### config.mk
export PLATFORM = sky130hd
export DESIGN_NAME = serial_addsub_seq
export DESIGN_NICKNAME = d
export VERILOG_FILES = /design/src/rtl/serial_addsub_seq.sv
export SDC_FILE = /design/constraint.sdc
export NUM_CORES = 1
export LEC_CHECK = 0
export CORE_ASPECT_RATIO = 0.75
export CORE_MARGIN = 3
export CORE_UTILIZATION = 45
export CTS_CLUSTER_DIAMETER = 30
export DETAILED_ROUTE_END_ITERATION = 16
export PLACE_DENSITY = 0.74
export SKIP_LAST_GASP = 1
export SLEW_MARGIN = 20
export SYNTH_ARGS = -nofsm -noshare
export SYNTH_HDL_FRONTEND = slang
export SYNTH_SLANG_ARGS = --single-unit
### constraint.sdc
create_clock -name clk -period 1.3 [get_ports clk]
set_input_delay 0.26 -clock clk [delete_from_list [all_inputs] [get_ports clk]]
set_output_delay 0.26 -clock clk [all_outputs]
set_load 0.01 [all_outputs]
### src/rtl/serial_addsub_seq.sv
// Bit-serial adder/subtractor: one result bit per clock, LSB first, using two half adders and a carry register.
// Latency: start sampled at edge E, busy for the next WIDTH cycles, then a one-cycle done pulse (period WIDTH+2).
// Backpressure: none; start is honoured only in IDLE, and requests made while busy or done are dropped.
module serial_addsub_seq #(
    parameter int WIDTH = 8
) (
    input  logic             clk,
    input  logic             rst_n,
    input  logic             start,
    input  logic             sub,
    input  logic [WIDTH-1:0] a,
    input  logic [WIDTH-1:0] b,
    output logic             busy,
    output logic             done,
    output logic [WIDTH-1:0] sum,
    output logic             cout
);

    localparam int CW = (WIDTH > 2) ? $clog2(WIDTH) : 1;
    localparam logic [CW-1:0] LAST_BIT = CW'(WIDTH - 1);

    typedef enum logic [1:0] {
        ST_IDLE = 2'd0,
        ST_RUN  = 2'd1,
        ST_DONE = 2'd2
    } state_t;

    state_t          state;
    logic [WIDTH-1:0] op_a;
    logic [WIDTH-1:0] op_b;
    logic            carry;
    logic [CW-1:0]   cnt;

    // Bit slice: two cascaded half adders on the current LSBs and the carry register.
    logic h1s;
    logic h1c;
    logic s_bit;
    logic h2c;
    logic carry_nxt;

    // Bit-slice arithmetic for the current operand LSBs.
    always_comb begin
        h1s       = op_a[0] ^ op_b[0];
        h1c       = op_a[0] & op_b[0];
        s_bit     = h1s ^ carry;
        h2c       = h1s & carry;
        carry_nxt = h1c | h2c;
    end

    // Control FSM plus the operand, sum and carry datapath registers, with registered busy/done.
    always_ff @(posedge clk) begin
        if (!rst_n) begin
            state <= ST_IDLE;
            busy  <= 1'b0;
            done  <= 1'b0;
            sum   <= '0;
            cout  <= 1'b0;
            cnt   <= '0;
            carry <= 1'b0;
            op_a  <= '0;
            op_b  <= '0;
        end else begin
            case (state)
                ST_IDLE: begin
                    done <= 1'b0;
                    if (start) begin
                        // Subtraction is a + ~b + 1; the +1 enters through the carry register.
                        op_a  <= a;
                        op_b  <= sub ? ~b : b;
                        carry <= sub;
                        cnt   <= '0;
                        sum   <= '0;
                        cout  <= 1'b0;
                        busy  <= 1'b1;
                        state <= ST_RUN;
                    end
                end
                ST_RUN: begin
                    carry <= carry_nxt;
                    sum   <= {s_bit, sum[WIDTH-1:1]};
                    op_a  <= op_a >> 1;
                    op_b  <= op_b >> 1;
                    cnt   <= cnt + 1'b1;
                    if (cnt == LAST_BIT) begin
                        cout  <= carry_nxt;
                        busy  <= 1'b0;
                        done  <= 1'b1;
                        state <= ST_DONE;
                    end
                end
                ST_DONE: begin
                    // Start is ignored here; a held start re-accepts on the next IDLE edge.
                    done  <= 1'b0;
                    state <= ST_IDLE;
                end
                default: begin
                    busy  <= 1'b0;
                    done  <= 1'b0;
                    state <= ST_IDLE;
                end
            endcase
        end
    end

endmodule

==> metrics.cfg, run 1 <==
[critical_path]
reg2reg_from=op_a[0]
timing.rr.end=cout
ff2ff_setup_slack_ns=0.02
startpoint_type=flip-flop
end_kind=flip-flop
reg2reg_depth=4
crit_required_ns=1.51
cp_max_fo=2
critPathKind=flip-flop to flip-flop
crit_arrival_ns=1.50

[clock_tree]
cts_inserted_buffers=5
cts.sinks=33
cts_setup_buffers=0
cts_buffer_depth=2
h-tree-depth=2
cts_hold_buf=0
root_buffer=clkbuf_8
clk_latency_ns=0.28
cts_tree=done
path_clk_slew_ns=0.07

[sta]
setup_viol=0
fin_crit_ns=1.28
finalCritPeriodShare_pct=98.7
hold_violations=0
fin_skew_ns=0.00754
slew_viol_final=0
rsz0062_at_grt=true
max_freq_ghz=0.780
max_slew_margin_pct=78.6
fin_ws_ns=0.0174
worst_slew_pin_slew_ns=0.321

[layout]
layout.area.seq_um2=666
nets=216
multi_input_area_um2=787
final_cell_mix=dfxtp_1 (29), clkdlybuf4s50_1 (18), buf_4 (13)
final_util_pct=66.8
area_growth_syn_to_layout_pct=34.6
layout_commonest_cell=dfxtp_1
drive_gt1_share_pct=19.6
n_antenna_cell=0
fillers=240

[yosys]
yosysTopAreaCellShare_pct=42.9
synthFlopType=dfxtp_1
synth_compound_area_share_pct=21.9
synthArstFlopShare_pct=0
synthSimpleGateAreaFrac_pct=15.2
ys_seq_elements=33
syn_nets=174
synth_top_family_by_area=compound AO/OA/AOI/OAI gates
syn_avg_cell_area_um2=10.2
synth_edf_count=0
synth-xor-area-share_pct=4.55
synth_area_um2=1540
synthMuxAreaShare_pct=5.19
yosysSeqAreaShare_pct=42.9
ys_warn_count=0
synthAdderAreaFrac_pct=2.92
synth_cell_types=36
synthTopCellsByArea=dfxtp_1 (43%), mux2i_1 (5.2%), a22oi_1 (4.9%)
netlist_instances=151
synth_top_area_cell=dfxtp_1

[routing]
drt_iter0_drc=33
wl_um=3210
ant_nets=0
viasPerCell=5.25
routed-wl-met3_um=147
wl_met1_um=1460
met2_length_um=1550
drcViolationCount=0
dr.pass1.iters=4
routedWlPerCell_um=13.8
topRoutingLayerUsed=met4
vias=1218

[global_route]
grt_max_degree=20
grt_pass1_wl_um=5540
gr-total-overflow=0
grt_pass1_vias=1246
groute.usage.overall_pct=17.1
antenna_found_initial=0

[power]
p_leak_nw=0.912
p_per_area_nw_per_um2=1210
vdd_drop_max_mv=0.632

[worst_hold_path]
hold_class=flip-flop to flip-flop
hold_start=op_b[7]
whs_path_depth=2
hold_path_end=op_b[7]

[die]
initial_core_util_pct=49.6
core_area_um2=3110
fp.dieH_um=56.7
placementRows=17
die-area_um2=4170
die_x_um=73.6
io_pins=31

[job]
cap_violations=0

[placement]
globalplace.congestion=0.788
portBuffers=30
place_ws_ns=-0.347
dp_hpwl_um=2310

[status]
outcome=completed

## kinds of logic after synthesis
kind of cell               Yosys count
buffers and inverters               16
xor gates and xnor gates             8
muxes                                8
AOI/OAI and AO/OA                   41
and+or+nand+nor                     42
adders and majority gates            3
DFF                                 33
## Yosys cell counts, drive strengths merged (2+ instances only)
master,count
dfxtp,33
nor2b,12
a22oi,11
nand2,10
buf,8
mux2i,8
o21ai,8
nor2,7
o211a,7
xnor2,7
a211oi,6
clkbuf,4
inv,4
nand2b,3
a21oi,2
and2,2
and3,2
ha,2
nor3b,2
## critical path, stage by stage, from the launching register on
cell      delay, ns
dfxtp_2        0.33
inv_2          0.04
fa_2           0.38
or3_1          0.35
a21boi_1       0.12
## flip-flops by register name, indices dropped and copies added (netlist names)
signal / cells
cout: 1
busy: 1
state: 2
cnt: 3
done: 1
sum: 8
op_a: 8
op_b: 8
carry: 1
## worst max path at each step
stage                       start      end  slack [ns]  depth (start not counted)
after floorplan           op_a[0]     cout        0.03                          4
final                     op_a[0]     cout        0.02                          4
after detailed placement    start  op_b[6]       -0.35                          4
after global routing       cnt[1]     cout       -0.07                          5
after global placement      start   cnt[0]       -0.25                          4
after CTS                   carry     cout       0.002                          4
## metrics by stage
| step | hold slack (ns) | area [µm²] | TNS [ns] | power, mW | instances |
|---|---|---|---|---|---|
| detailed placement | 0.453 | 1950 | -6.93 | 1.55 | 223 |
| global placement | 0.442 | 1950 | -5.20 | 1.53 | 223 |
| CTS | 0.465 | 2070 | 0 | 2.53 | 232 |
| floorplan | 0.389 | 1540 | 0 | 1.38 | 151 |
| finish | 0.471 | 2070 | 0 | 2.52 | 232 |
| global route | 0.507 | 2070 | -0.0715 | 2.64 | 232 |
## power breakdown
part | total (mW) | switching (mW) | internal [mW]
Combinational | 0.421 | 0.191 | 0.230
Sequential | 1.11 | 0.0337 | 1.08
Clock | 0.984 | 0.360 | 0.625
Total | 2.52 | 0.585 | 1.93
## final cells by class
type / instances / share of cell area (%)
clock inverter: 1 / 1.45
tap: 38 / 2.29
timing repair buffer: 46 / 21.4
clock buffer: 7 / 4.16
multi-input combinational: 103 / 37.9
sequential: 33 / 32.1
inverter: 4 / 0.724
## routing by layer
metal,up-vias,track usage [%]
met4,0,7.49
met2,29,26.9
met5,-,0
met1,564,21.5
li1,619,-
met3,6,5.01
## what timing repair did
action,in CTS,in global routing
setup endpoints to repair,14,4
hold endpoints to repair,0,0
cloned,1,0
pin swaps,2,2
gates resized for setup,16,5
Note: power is estimated with default switching activity, not from simulation.
==> run 2, diff against run 1 <==
CELL_PAD_IN_SITES_DETAIL_PLACEMENT = 1   (was unset)
CELL_PAD_IN_SITES_GLOBAL_PLACEMENT = 1   (was unset)
CORE_UTILIZATION = 35   (was 45)
MAX_ROUTING_LAYER = met4   (was unset)
PLACE_DENSITY = unset   (was 0.74)
PLACE_DENSITY_LB_ADDON = 0.1   (was unset)
==> run 2 against run 1 <==
Compared with the run above: the flow now finishes with violations (setup timing); count of clock-buffer cells in the layout did not move; combinational power increased by 3%; sequential share of layout area is 0.92 points lower; die area rose by 26%; highest routed layer unchanged.
==> metrics.cfg, run 2 (synthesis gave the netlist of run 1 again) <==
[die]
die_x_um=82.6
die-area_um2=5240
fp.dieH_um=63.5
placementRows=20
initial_core_util_pct=37.1
io_pins=31
core_area_um2=4150

[critical_path]
end_kind=flip-flop
crit_buf_inv=1
path_cells=inv_2, fa_2, or3_4, a21boi_1
timing.rr.end=cout
startpoint_type=flip-flop
ff2ff_setup_slack_ns=-0.008
crit_required_ns=1.51
reg2reg_from=carry
crit_family=adder cells
reg2reg_depth=4
crit_arrival_ns=1.52
cp_max_fo=2
max_stage_delay_ns=0.39
critPathSlowestCell=fa_2
critPathKind=flip-flop to flip-flop

[job]
cap_violations=0

[global_route]
groute.usage.overall_pct=15.4
grt_pass1_wl_um=5970
antenna_found_initial=0
gr-total-overflow=0
grt_pass1_vias=1263
grt_max_degree=20

[worst_hold_path]
whs_path_depth=2
hold_start=op_b[7]
hold_path_end=op_b[7]
hold_class=flip-flop to flip-flop

[clock_tree]
cts_tree=done
cts_inserted_buffers=5
cts_buffer_depth=2
h-tree-depth=2
path_clk_slew_ns=0.07
cts_hold_buf=0
cts.sinks=33
cts_setup_buffers=0
root_buffer=clkbuf_8
clk_latency_ns=0.28

[routing]
ant_nets=0
drcViolationCount=0
met2_length_um=1640
viasPerCell=4.99
routedWlPerCell_um=14.3
dr.pass1.iters=4
drt_iter0_drc=35
wl_met1_um=1740
vias=1238
wl_um=3540
routed-wl-met3_um=133
topRoutingLayerUsed=met4

[sta]
finalCritPeriodShare_pct=101
max_slew_margin_pct=76.4
hold_violations=0
fin_crit_ns=1.31
max_freq_ghz=0.764
fin_setup_tns_ns=-0.00837
fin_ws_ns=-0.00837
rsz0062_at_grt=true
fin_skew_ns=0.00960
worst_slew_pin_slew_ns=0.353
slew_viol_final=0
setup_viol=1

[placement]
dp_hpwl_um=2500
dp_cells=239
globalplace.congestion=0.694
place_ws_ns=-0.332
portBuffers=30

[layout]
largest_registers=op_a x8, op_b x8, sum x8
drive_gt1_share_pct=19.7
final_util_pct=51.4
area_growth_syn_to_layout_pct=38.6
layout_commonest_cell=dfxtp_1
final_cell_mix=dfxtp_1 (29), clkdlybuf4s50_1 (18), nor2b_1 (12)
fillers=478
n_antenna_cell=0
layoutNonFillerInstCount=248
nets=215

[power]
vdd_drop_max_mv=0.618
p_per_area_nw_per_um2=1190
finalPower_mw=2.53
p_leak_nw=0.926

[status]
violations=setup timing
outcome=finished with violations

[run 2: worst reg2reg max path: cells and delay by family (launching register included)]
family	cells	cell delay, ns
buf+inv	1	0.04
fa+ha+maj	1	0.39
flops	1	0.34
simple gates	1	0.37
compound gates	1	0.11
[run 2: worst max-delay path by stage]
stage / from / end / cells past startpoint
final: carry / cout / 4
after global routing: carry / cout / 4
after CTS: start / op_a[2] / 4
after detailed placement: start / op_a[0] / 4
after global placement: start / cnt[0] / 4
after floorplan: op_a[0] / cout / 4
[run 2: repair_timing]
item | CTS | global route
endpoints found under the setup margin | 15 | 17
pin swaps | 1 | 1
resized for setup | 16 | 7
gates cloned | 1 | 0
hold endpoints to repair | 0 | 0
[run 2: area by class of cell]
type	count	area, µm²	area share [%]
Tap cell	55	68.8	3.22
Clock buffer	7	86.3	4.04
Inverter	4	15.0	0.703
Timing Repair Buffer	45	464	21.7
Clock inverter	1	30.0	1.41
Sequential cell	33	666	31.2
Multi-Input combinational cell	103	806	37.7
[run 2: metrics by stage]
stage,area [µm²],hold WS [ns]
after floorplan,1540,0.389
after global placement,1990,0.440
after detailed placement,1990,0.474
after CTS,2120,0.486
after global routing,2140,0.513
final,2140,0.481
[run 2: power by group]
part           total [mW]  switching [mW]  internal [mW]
registers            1.11          0.0330           1.08
clock network       0.991           0.366          0.625
logic               0.434           0.196          0.239
[run 2: metal layers]
layer  vias up  GRT usage, %
met4         0          5.51
met2        24          23.5
met1       601          19.9
met3         4          3.43
met5         -             -
li1        609             -
==> run 3, diff against run 2 <==
CORE_ASPECT_RATIO = 1.75   (was 0.75)
==> run 3 against run 2 <==
Compared with the run above: the flow still finishes with violations (setup timing); sequential share of layout area grew 0.53 points; hold slack lost 0.00051 ns; count of clock-buffer cells in the layout shrank 2; register-to-register slack lost 0.03 ns; sequential cell count is the same; non-clock buffer count grew 3; wire length grew 2.9%; cell count shrank 1.2%; worst setup slack lost 0.032 ns; critical path depth is the same; fmax shrank 2.4%; first-iteration DRC count shrank 14%; largest cell class unchanged.
==> metrics.cfg, run 3 (synthesis gave the netlist of run 1 again) <==
[status]
outcome=finished with violations
violations=setup timing

[global_route]
groute.usage.overall_pct=14.7
antenna_found_initial=0
grt_pass1_vias=1388
grt_pass1_wl_um=5940
gr-total-overflow=0
grt_max_degree=23

[routing]
drcViolationCount=0
vias=1287
wl_um=3650
viasPerCell=5.25
dr.pass1.iters=3
drt_iter0_drc=30
ant_nets=0
routedWlPerCell_um=14.9

[sta]
rsz0062_at_grt=true
fin_ws_ns=-0.0406
slew_viol_final=0
max_freq_ghz=0.746
finalCritPeriodShare_pct=103
whs_ns=0.481
fin_setup_tns_ns=-0.0406
setup_viol=1
worst_slew_pin_slew_ns=0.316
max_slew_margin_pct=78.9
hold_violations=0
fin_crit_ns=1.34
fin_skew_ns=0.00681

[worst_hold_path]
hold_class=flip-flop to flip-flop

[critical_path]
critPathSlowestCell=fa_2
crit_family=adder cells
max_stage_delay_ns=0.41
end_kind=flip-flop
crit_arrival_ns=1.55
cp_max_fo=2
crit_buf_inv=1
crit_required_ns=1.51
startpoint_type=flip-flop
critPathKind=flip-flop to flip-flop
path_cells=inv_1, fa_2, or3_1, a21boi_1

[die]
die-area_um2=5270
placementRows=31
fp.dieH_um=93.8
die_x_um=56.2
initial_core_util_pct=36.8
io_pins=31
core_area_um2=4190

[layout]
n_antenna_cell=0
largest_registers=op_a x8, op_b x8, sum x8
drive_gt1_share_pct=18.9
layout_commonest_cell=dfxtp_1
area_growth_syn_to_layout_pct=35.7
nets=218
final_cell_mix=dfxtp_1 (31), clkdlybuf4s50_1 (18), buf_4 (14)
final_util_pct=49.9

[clock_tree]
cts_buffer_depth=2
cts_setup_buffers=0
cts_tree=done
h-tree-depth=2
cts_hold_buf=0
clk_latency_ns=0.28
cts_inserted_buffers=5
cts.sinks=33
path_clk_slew_ns=0.07
root_buffer=clkbuf_8

[power]
vdd_drop_max_mv=0.831
p_per_area_nw_per_um2=1100
p_leak_nw=0.920

[placement]
globalplace.congestion=0.726
dp_hpwl_um=2600
portBuffers=30

[job]
cap_violations=0

[run 3: cell types whose count changed in the layout (fill, tap and decap cells not counted), sizes merged]
cell / delta
buf: +3
clkbuf: -2
clkinv: +2
bufinv: -1
clkinvlp: +1
[run 3: worst register-to-register path: stages, from the launching register on]
cell and delay, ns:
dfxtp_1 0.32, inv_1 0.07, fa_2 0.41, or3_1 0.36, a21boi_1 0.12
[run 3: layout make-up]
type	count	area [µm²]
repair buffers	48	474
fillers	488	2100
inverters	4	15.0
flip-flops and latches	33	663
clock buffers	5	68.8
multi-input cells	103	792
clock inverters	3	17.5
well taps	49	61.3
[run 3: through the flow]
step | worst slack [ns] | power, mW | area, µm² | instances
floorplan | 0.0289 | 1.38 | 1540 | 151
global placement | -0.269 | 1.55 | 1990 | 236
detailed placement | -0.295 | 1.57 | 1990 | 236
CTS | -0.0343 | 2.33 | 2070 | 244
global route | -0.0741 | 2.43 | 2090 | 245
finish | -0.0406 | 2.29 | 2090 | 245
[run 3: report_power, final]
group,internal (mW),switching [mW],total [mW]
logic,0.240,0.193,0.433
clock network,0.369,0.380,0.749
registers,1.08,0.0332,1.11
total,1.68,0.606,2.29
[run 3: final timing paths]
kind            from      end  slack, ns  cells after the start
min          op_b[7]  op_b[7]       0.48                      2
max reg2reg  op_a[0]     cout      -0.04                      4
min reg2reg  op_b[7]  op_b[7]       0.48                      2
max          op_a[0]     cout      -0.04                      4
[run 3: metal layers]
metal | track usage [%] | wire length (µm) | up-vias
li1 | - | - | 618
met1 | 13.4 | 1420 | 639
met2 | 28.3 | 2040 | 25
met3 | 3.71 | 144 | 5
met4 | 5.94 | 46 | 0
met5 | - | 0 | -
[run 3: what timing repair did]
item                                    CTS  global route
endpoints found under the setup margin   13            12
resized for setup                        14             3
pin swaps                                 0             1
cloned                                    0             1
endpoints found under the hold margin     0             0
